<file path="config.mk">
export PLATFORM = sky130hd
export DESIGN_NAME = lfsr_stream_flat
export DESIGN_NICKNAME = d
export VERILOG_FILES = /design/src/rtl/lfsr_stream_if.sv /design/src/rtl/lfsr_stream.sv /design/src/flat_wrapper.sv
export SDC_FILE = /design/constraint.sdc
export NUM_CORES = 1
export LEC_CHECK = 0
export ABC_AREA = 0
export ABC_CLOCK_PERIOD_IN_PS = 3900
export CORE_ASPECT_RATIO = 1.2
export CORE_MARGIN = 2
export CORE_UTILIZATION = 53
export CTS_CLUSTER_DIAMETER = 100
export DETAILED_ROUTE_END_ITERATION = 16
export PLACE_DENSITY = 0.92
export SETUP_SLACK_MARGIN = 0.3
export SYNTH_ARGS = -nofsm -noshare
export SYNTH_HDL_FRONTEND = slang
export SYNTH_SLANG_ARGS = --single-unit
</file>
<file path="constraint.sdc">
create_clock -name clk -period 3.9 [get_ports clk]
set_clock_uncertainty 0.2 [all_clocks]
set_input_delay 0.39 -clock clk [delete_from_list [all_inputs] [get_ports clk]]
set_output_delay 0.39 -clock clk [all_outputs]
set_load 0.01 [all_outputs]
</file>
<file path="src/rtl/lfsr_stream_if.sv">
// rtl/lfsr_stream_if.sv - valid/ready word stream carrying LFSR output
interface lfsr_stream_if #(
  parameter int NBITS = 16
);
  logic             out_valid;
  logic             out_ready;
  logic [NBITS-1:0] out_data;

  modport master (
    output out_valid,
    output out_data,
    input  out_ready
  );

  modport slave (
    input  out_valid,
    input  out_data,
    output out_ready
  );
endinterface

</file>
<file path="src/rtl/lfsr_stream.sv">
// rtl/lfsr_stream.sv - Galois LFSR word source with seed load, zero-lock recovery,
// transfer counter and period-complete pulse
module lfsr_stream #(
  parameter int               NBITS = 16,
  parameter logic [NBITS-1:0] TAPS  = NBITS'(16'h002D),
  parameter int               STEP  = 1,
  parameter logic [NBITS-1:0] SEED  = {NBITS{1'b1}},
  parameter int               CNT_W = 16
) (
  input  logic               clk,
  input  logic               reset,
  input  logic               load,
  input  logic [NBITS-1:0]   seed_in,
  lfsr_stream_if.master      out,
  output logic [CNT_W-1:0]   word_count,
  output logic               period_done,
  output logic               lock_err
);

  logic [NBITS-1:0] state_q;
  logic [NBITS-1:0] seed_q;
  logic             run_q;
  logic [NBITS-1:0] adv_state;
  logic             xfer;
  logic             seed_zero;
  logic             state_zero;

  function automatic logic [NBITS-1:0] lfsr_step(input logic [NBITS-1:0] s);
    lfsr_step = {s[NBITS-2:0], 1'b0} ^ (s[NBITS-1] ? TAPS : '0);
  endfunction

  // STEP shifts are unrolled so one accepted word advances the state STEP times
  always_comb begin
    adv_state = state_q;
    for (int i = 0; i < STEP; i++) begin
      adv_state = lfsr_step(adv_state);
    end
  end

  assign out.out_valid = run_q & ~load;
  assign out.out_data  = state_q;
  assign xfer          = out.out_valid & out.out_ready;
  assign seed_zero     = (seed_in == '0);
  assign state_zero    = (state_q == '0);

  always_ff @(posedge clk) begin
    if (reset) begin
      state_q     <= SEED;
      seed_q      <= SEED;
      run_q       <= 1'b0;
      word_count  <= '0;
      period_done <= 1'b0;
      lock_err    <= 1'b0;
    end else begin
      run_q       <= 1'b1;
      period_done <= 1'b0;
      lock_err    <= 1'b0;
      if (load) begin
        word_count <= '0;
        if (seed_zero) begin
          state_q  <= SEED;
          seed_q   <= SEED;
          lock_err <= 1'b1;
        end else begin
          state_q <= seed_in;
          seed_q  <= seed_in;
        end
      end else if (xfer) begin
        // An all-zero state is a fixed point of the LFSR; restart from SEED
        if (state_zero) begin
          state_q    <= SEED;
          seed_q     <= SEED;
          lock_err   <= 1'b1;
          word_count <= '0;
        end else begin
          state_q     <= adv_state;
          word_count  <= word_count + CNT_W'(1);
          period_done <= (adv_state == seed_q);
        end
      end
    end
  end

endmodule

</file>
<file path="src/flat_wrapper.sv">
// flat-port wrapper written by rule: the top's interface ports become plain ports
module lfsr_stream_flat 
#(
  parameter int               NBITS = 16,
  parameter logic [NBITS-1:0] TAPS  = NBITS'(16'h002D),
  parameter int               STEP  = 1,
  parameter logic [NBITS-1:0] SEED  = {NBITS{1'b1}},
  parameter int               CNT_W = 16
)
  (clk, reset, load, seed_in, word_count, period_done, lock_err, out_out_valid, out_out_data, out_out_ready);
  lfsr_stream_if #(.NBITS(NBITS)) out_i ();
  input  logic clk;
  input  logic reset;
  input  logic load;
  input  logic [NBITS-1:0] seed_in;
  output logic [CNT_W-1:0] word_count;
  output logic period_done;
  output logic lock_err;
  output wire logic [$bits(out_i.out_valid)-1:0] out_out_valid;
  output wire logic [$bits(out_i.out_data)-1:0] out_out_data;
  input wire logic [$bits(out_i.out_ready)-1:0] out_out_ready;
  assign out_out_valid = out_i.out_valid;
  assign out_out_data = out_i.out_data;
  assign out_i.out_ready = out_out_ready;
  lfsr_stream #(.NBITS(NBITS), .TAPS(TAPS), .STEP(STEP), .SEED(SEED), .CNT_W(CNT_W)) u_core (.clk(clk), .reset(reset), .load(load), .seed_in(seed_in), .out(out_i), .word_count(word_count), .period_done(period_done), .lock_err(lock_err));
endmodule
</file>
# After elaboration in Yosys (flattened, before gate mapping)
# Index checks and enable logic that the tools add are counted.
# Widths: inputs -> output; s select.
[totals]
n_memories = 0
register_bits = 51
out_inout_bits = 35
elab_cells = 34
mem_bits_rw = 0
latch_bits = 0
in_bits = 20
romBits = 0
[classes]
n_mux = 14
n_lt_le_gt_ge = 0
n_bitwise = 5
eq_ne = 1
reduce_logical = 7
n_div = 0
mul = 0
n_shift = 0
n_addsub = 1
[op_table]
columns = ["cell", "n"]
rows = [
  ["$mux 16", 8],
  ["$logic_not 16->1", 2],
  ["$add 16x1->16 const B", 1],
  ["$eq 16x16->1", 1],
  ["$xor 16x16->16", 1],
  ["$mux 6", 1],
  ["$mux 1", 5],
  ["$reduce_bool 2->1", 2],
  ["$reduce_or 4->1", 1],
  ["$and 1x1->1", 2],
  ["$not 1->1", 2],
  ["$reduce_and 2->1", 1],
  ["$reduce_or 2->1", 1],
]

# Depth between registers and ports, before layout
# Gate-level depths: netlist (run 1).
[depth]
word_depth = 5
depth_mapped = 6
depth_no_buf = 5

# Worst setup path before layout (run 1)
# No wires, ideal clock.
[synth_timing]
kind = "reg2reg"
from = "register u_core.word_count[3]"
to = "register u_core.word_count[15]"
stages_incl_launch_ff = 6
path_slack_ns = 1.948
t_arrival_ns = 1.682
setup_ns = 0.070
path_buffers = 1
cell_sequence = "dfxtp_1 > nand4_1 > or4_1 > buf_2 > or4_1 > a21oi_1"
[synth_between]
elab_chain_len = 2
[synth_lines]
columns = ["item", "line", "rtl"]
rows = [
  ["start: declaration", "lfsr_stream.sv:15", "output logic [CNT_W-1:0] word_count,"],
  ["start signal: assignment", "lfsr_stream.sv:77", "word_count <= word_count + CNT_W'(1);"],
  ["$add 16x1->16", "lfsr_stream.sv:77", ""],
  ["$mux 16", "lfsr_stream.sv:70", "if (state_zero) begin"],
]
# No other way between the ends.
# A chain may end at the register's enable or synchronous reset.

# Worst setup path after layout (run 1)
[layout_timing]
from = "input load"
to = "output out_out_valid"
[layout_between]
elab_chain_len = 2
[layout_lines]
columns = ["item", "line", "rtl"]
rows = [
  ["start: declaration", "flat_wrapper.sv:14", "input logic load;"],
  ["$not 1->1", "lfsr_stream.sv:40", "assign out.out_valid = run_q & ~load;"],
  ["$and 1x1->1", "lfsr_stream.sv:40", ""],
  ["end: declaration", "flat_wrapper.sv:19", "output wire logic [$bits(out_i.out_valid)-1:0] out_out_valid;"],
]
# No other way between the ends.

==> results of run 1 <==
-- final cells by class --
| type | count | area (um2) |
|---|---|---|
| Clock buffer | 6 | 82.6 |
| Clock inverter | 1 | 5.00 |
| Multi-Input combinational cell | 203 | 1240 |
| Inverter | 5 | 18.8 |
| Fill cell | 321 | 1260 |
| Sequential cell | 51 | 1020 |
| Timing Repair Buffer | 57 | 563 |
| Tap cell | 56 | 70.1 |
-- sequential cells by signal (all words and copies together), names as in the netlist --
name                 cells
u_core.seed_q           16
u_core.word_count       16
u_core.period_done       1
u_core.run_q             1
u_core.out.out_data     16
u_core.lock_err          1
-- layer usage --
metal / wire, um / share of wire / vias up / global-route usage
met5: 0 / 0 / - / 0
met4: 191 / 0.030 / 0 / 0.109
met3: 457 / 0.073 / 23 / 0.0513
met2: 3210 / 0.51 / 131 / 0.432
met1: 2420 / 0.39 / 1081 / 0.315
li1: - / - / 1112 / -
-- cell usage in the layout (no fill, tap or decap), drive strengths merged --
| master | instances |
|---|---|
| nor2b | 1 |
| clkinv | 1 |
| and4 | 5 |
| nor3 | 3 |
| nand4b | 1 |
| nor2 | 13 |
| nand4 | 4 |
| nand2 | 18 |
| clkdlybuf4s50 | 54 |
| a41o | 2 |
| xor2 | 16 |
| o221ai | 13 |
| xnor2 | 11 |
| nor4 | 11 |
| dfxtp | 51 |
| o21ai | 42 |
| buf | 3 |
| or3 | 6 |
| a22oi | 1 |
| or4 | 2 |
| a21oi | 28 |
| a41oi | 1 |
| inv | 5 |
| and2 | 1 |
| nand3 | 18 |
| ha | 1 |
| clkbuf | 6 |
| and4b | 1 |
| and3 | 2 |
| o31ai | 1 |
| mux2 | 1 |
-- stage by stage --
| stage | util | hold slack [ns] | setup slack [ns] | total power [mW] | std cells |
|---|---|---|---|---|---|
| 2_1_floorplan | - | 0.276 | 1.95 | 0.678 | 276 |
| 3_3_place_gp | 0.683 | 0.264 | 1.04 | 0.757 | 372 |
| 3_5_place_dp | 0.683 | 0.273 | 0.998 | 0.762 | 372 |
| 4_1_cts | 0.703 | 0.285 | 1.31 | 1.06 | 379 |
| 5_1_grt | 0.703 | 0.307 | 1.14 | 1.10 | 379 |
| 6_report | 0.703 | 0.284 | 1.26 | 1.06 | 379 |
-- synthesized netlist by cell type (2+ instances only) --
library cell	number
xnor2_1	11
and4_1	4
nor3_1	3
nor2_1	13
o221ai_1	13
o21ai_0	41
or4_1	2
a41o_1	2
a21oi_1	28
nand3_1	18
or3_1	6
clkbuf_1	14
nor4_1	11
nand4_1	4
buf_2	3
xor2_1	16
nand2_1	17
inv_1	5
dfxtp_1	51
-- power by group through the flow --
stage               registers, mW  logic, mW  clock network [mW]
floorplan                   0.587     0.0914                   0
global placement            0.590      0.167                   0
detailed placement          0.591      0.171                   0
CTS                         0.579      0.172               0.307
global route                0.583      0.188               0.330
finish                      0.580      0.174               0.305
-- worst max path at each step --
| stage | from | end | depth (start not counted) |
|---|---|---|---|
| global placement | load | u_core.word_count[15] | 5 |
| finish | load | out_out_valid | 3 |
| detailed placement | load | u_core.word_count[15] | 5 |
| global route | load | u_core.word_count[15] | 5 |
| CTS | load | out_out_valid | 3 |
| floorplan | u_core.word_count[3] | u_core.word_count[15] | 5 |
-- kinds of logic after synthesis --
family                   count (synthesis)  synth area share
AO/OA/AOI/OAI                           88             0.219
XOR/XNOR                                27             0.101
flip-flops                              51             0.436
buffers and inverters                   22            0.0369
AND/OR/NAND/NOR                         86             0.197
multiplexers                             1           0.00481
adder cells (fa/ha/maj)                  1           0.00535
-- worst register-to-register path, cell delays in order (launching register included) --
cell     delay (ns)
dfxtp_1        0.44
nor4_1         0.51
a41o_1         0.76
a21oi_1        0.13
o21ai_0        0.20
==> results.md, run 1 <==
* Share of layout cells above drive strength 1 at 0.0495
* CTS Hold Bufs at 0
* Main synth FF type: dfxtp_1
* Post-route DRC violation count at 0
* Top post-synthesis cells by area: dfxtp_1 44%, o21ai_0 8.8%, a21oi_1 6.0%
* Final setup fails at 0
* Minimum clock period at between 2 and 3 ns
* CTS root buffer: clkbuf_8
* Worst-Skew Late Latency at around 0.3 ns
* Max incr delay on CP at roughly 0.73 ns
* Maximum buffer depth of the clock tree at 2
* RSZ-0062 raised after global routing: no
* Via count at between 2000 and 2500
* Port Buf Inserts at 54
* Seq/Total Area, Yosys at 0.436
* Mean Syn Cell Area at about 8.5 um2
* First-pass GRT wire length at about 10000 um
* Seq cells post-synth at 51
* Initial antenna violation count at 0
* GP Congestion at a little under 0.9
* Hold-critical path endpoint: u_core.word_count[15]
* Post-Syn Nets at between 200 and 300
* Crit Reg-Reg Startpoint: u_core.out.out_data[15]
* Cell Chain, Critical Path: clkdlybuf4s50_1, nor2b_1, clkdlybuf4s50_1
* Core area at ~0.0043 mm2
* Clock Sinks at 51
* Grt ovf at 0
* Synth top area share at 0.436
* DRT iter0 DRCs at 156
* Die Span X at ~65 um
* Area leader, netlist: dfxtp_1
* Clk slew on worst S/H paths at about 0.090 ns
* Clock power share at 0.288
* Drt wl/cell at about 17 um
* Ys async rst share at 0
* Hold WC Path Type: register to register
* TNS Setup at 0 ns
* Placed wire-length estimate at approximately 4500 um
* VDD IR max at around 270 uV
* Syn Inst Count at approximately 280
* CP bufs+invs at 2
* DR vias/cell at a little over 6
* Startpoint types: input pin
* Worst Path Arrival at between 2 and 2.5 ns
* Vias in the first global route at between 2000 and 2500
* Count of cell types in the netlist at 33
* Fin area at roughly 0.0030 mm2
* Yosys warns at 0
* Fmax achieved at ~380 MHz
* Rel. slew slack at 0.463
* Final Max Slew Viols at 0
* LEAKAGE at 1.02 nW
* DIE AREA at just under 0.005 mm2
* Reg2Reg Capture Point: u_core.seed_q[15]
* Comb pwr share at 0.164
* Reg2reg setup slack at 1.59 ns
* Status: finished clean
* Hold_sp: u_core.word_count[15]
* Sw power at between 200 and 300 uW
* CP dominant cell by count: clkdlybuf4s50_1
* PostCTS Resize Cnt at 0
* Cell area after placement at 0.00291 mm2
* Power density cells at between 300 and 400 mW/mm2
* Pre-antenna DRT Iters at 4
* WP data required at 3.31 ns
* Mapped cell area at around 0.0023 mm2
* Pin count of the biggest net entering global routing at 31
* Setup repair bufs after CTS at 0
* Reg power frac at 0.547
* Chip height at approximately 77 um
* Inserted Clock Buffers at 5
* Routed Antenna Nets at 0
* Starting Density at 0.549
* Sw frac at 0.272
* Row cnt at 26
* Critical-path top delay cell: clkdlybuf4s50_1
* Synthesis-to-finish area growth at 28.1%
* Internal power at approximately 770 uW
* GRT Util Overall at 0.256
* Hold Path Stages at 2
* Inserted Diodes at 0
* R2r worst-path depth at 4
* Post-route clock period utilization at 0.678
* Critical path class: input pin to output port
* Family with the most delay on the worst path: buffers and inverters
* Nets@finish at between 300 and 400
* CTS tree: built
* Critical Path Sink Type: output port
* Post-synth EDFFs at 0
* H-Tree Depth at 2
* Worst slew pin tran at between 0.8 and 0.9 ns
* Top Ports at 55
* Final hold violations at 0
* Drt total wl at approximately 6300 um
* CP Max Fanout at 21
* MaxCap Viol Count at 0
(Power assumes the default switching activity.)
==> run 2, diff against run 1 <==
Settings changed: ABC_CLOCK_PERIOD_IN_PS 3900 to 2500, CORE_UTILIZATION 53 to 49, PLACE_DENSITY 0.92 to 0.87.
Clock period 3.9 ns to 2.5 ns, I/O delays scaled along.
==> run 2 against run 1 <==
Against the previous run: first-iteration DRC count increased by 38%; sequential share of layout area decreased by 1.3 points; largest cell class unchanged; power increased by 61%.
==> results.md, run 2 (synthesis results as in run 1) <==
* Status: finished clean (unchanged)
* Post-route clock period utilization at 0.826
* Inst Count DP at 387 (was 372)
* First-pass GRT wire length at 10400 um (was 10200 um)
* Vias in the first global route at 2272 (was 2174)
* Top Ports at 55 (unchanged)
* VDD IR max at 384 uV (was 269 uV)
* TNS Setup at 0 ns (unchanged)
* MaxCap Viol Count at 0 (unchanged)
* Pre-antenna DRT Iters at 5 (was 4)
* Critical Path Sink Type: output port (unchanged)
* Reg2reg setup slack at 0.45 ns (was 1.59 ns)
* Critical path class: input pin to output port (unchanged)
* Nets@finish at 357 (was 344)
* GP Congestion at 0.869 (was 0.891)
* Worst slew pin tran at 0.485 ns (was 0.803 ns)
* Drt wl/cell at 16.3 um (was 16.6 um)
* Final Max Slew Viols at 0 (unchanged)
* RSZ-0062 raised after global routing: no (unchanged)
* Chip height at 79.7 um (was 76.8 um)
* Row cnt at 27 (was 26)
* Non-Filler Instances at 395 (was 379)
* Clock Sinks at 51 (unchanged)
* Rel. slew slack at 0.674 (was 0.463)
* Final hold violations at 0 (unchanged)
* Grt ovf at 0 (unchanged)
* Placed wire-length estimate at 4790 um (was 4470 um)
* Maximum buffer depth of the clock tree at 2 (unchanged)
* Synthesis-to-finish area growth at 33.2% (was 28.1%)
* CTS tree: built (unchanged)
* Worst Path Arrival at 1.61 ns (was 2.05 ns)
* Cell area after placement at 0.00301 mm2 (was 0.00291 mm2)
* Fin area at 0.00312 mm2 (was 0.00300 mm2)
* Minimum clock period at 2.06 ns
* Power density cells at 549 mW/mm2 (was 354 mW/mm2)
* Final worst slack at 0.436 ns (was 1.26 ns)
* LEAKAGE at 1.09 nW (was 1.02 nW)
* Inserted Diodes at 0 (unchanged)
* Drt total wl at 6460 um (was 6280 um)
* Final setup fails at 0 (unchanged)
* Core area at 0.00459 mm2 (was 0.00426 mm2)
* Worst-Skew Late Latency at 0.30 ns (about the same)
* Final core utilization at 0.678 (was 0.703)
* Inserted Clock Buffers at 5 (unchanged)
* DIE AREA at 0.00535 mm2 (was 0.00496 mm2)
* Pre-CTS WS at 0.0941 ns (was 0.998 ns)
* CP Max Fanout at 20 (was 21)
* Startpoint types: input pin (unchanged)
* DR vias/cell at 6.15 (was 6.19)
* WP data required at 2.05 ns (was 3.31 ns)
* Most frequent cells in the layout: 54 x clkdlybuf4s50_1, 51 x dfxtp_1, 41 x o21ai_0 (unchanged)
* DRT iter0 DRCs at 215 (was 156)
* Commonest non-fill, non-tap cell in the layout: clkdlybuf4s50_1 (unchanged)
* Share of layout cells above drive strength 1 at 0.0890 (was 0.0495)
* Via count at 2428 (was 2347)
* Fin Hold WS at 0.303 ns (was 0.284 ns)
* Starting Density at 0.509 (was 0.549)
* Pin count of the biggest net entering global routing at 24 (was 31)
* CTS root buffer: clkbuf_8 (unchanged)
* Routed Antenna Nets at 0 (unchanged)
* GRT Util Overall at 0.251 (was 0.256)
* Die Span X at 67.1 um (was 64.7 um)
* Hold WC Path Type: register to register (unchanged)
* Clk slew on worst S/H paths at 0.08 ns (was 0.09 ns)
* Pwr Total at 1.71 mW (was 1.06 mW)
* Post-route DRC violation count at 0 (unchanged)
* Initial antenna violation count at 0 (unchanged)
* H-Tree Depth at 2 (unchanged)
* Port Buf Inserts at 54 (unchanged)
* Fmax achieved at 485 MHz
[run 2: path summary, 6_finish.rpt]
check	startpoint	endpoint	cells past startpoint
worst max-delay path	load	out_out_valid	4
worst min-delay path	u_core.seed_q[0]	u_core.seed_q[0]	2
worst max register to register	u_core.word_count[3]	u_core.word_count[15]	4
worst min register to register	u_core.seed_q[0]	u_core.seed_q[0]	2
[run 2: power by group]
| part | switching [mW] | leakage (nW) | internal, mW |
|---|---|---|---|
| Clock | 0.260 | 0.0515 | 0.253 |
| Combinational | 0.149 | 0.616 | 0.148 |
| Sequential | 0.0485 | 0.419 | 0.853 |
| Total | 0.457 | 1.09 | 1.25 |
[run 2: timing repair]
action | CTS | global route
buffers inserted | 0 | 0
gates resized for setup | 0 | 2
setup endpoints to repair | 0 | 6
hold buffers | 0 | 0
[run 2: metal layers]
metal,track usage,part of all wire,vias to the layer above
met3,0.0564,0.074,28
li1,-,-,1140
met4,0.118,0.037,0
met2,0.443,0.50,130
met5,0,0,-
met1,0.278,0.38,1130
[run 2: area by class of cell]
type / count / area [um2]
fill: 389 / 1480
multi-input combinational: 203 / 1240
sequential: 51 / 1020
timing repair buffer: 70 / 661
clock buffer: 8 / 100
tap: 58 / 72.6
inverter: 5 / 18.8
[run 2: worst max-delay path: stages]
cell	delay (ns)
clkdlybuf4s50_1	0.41
buf_4	0.20
nor2b_1	0.19
clkdlybuf4s50_1	0.56
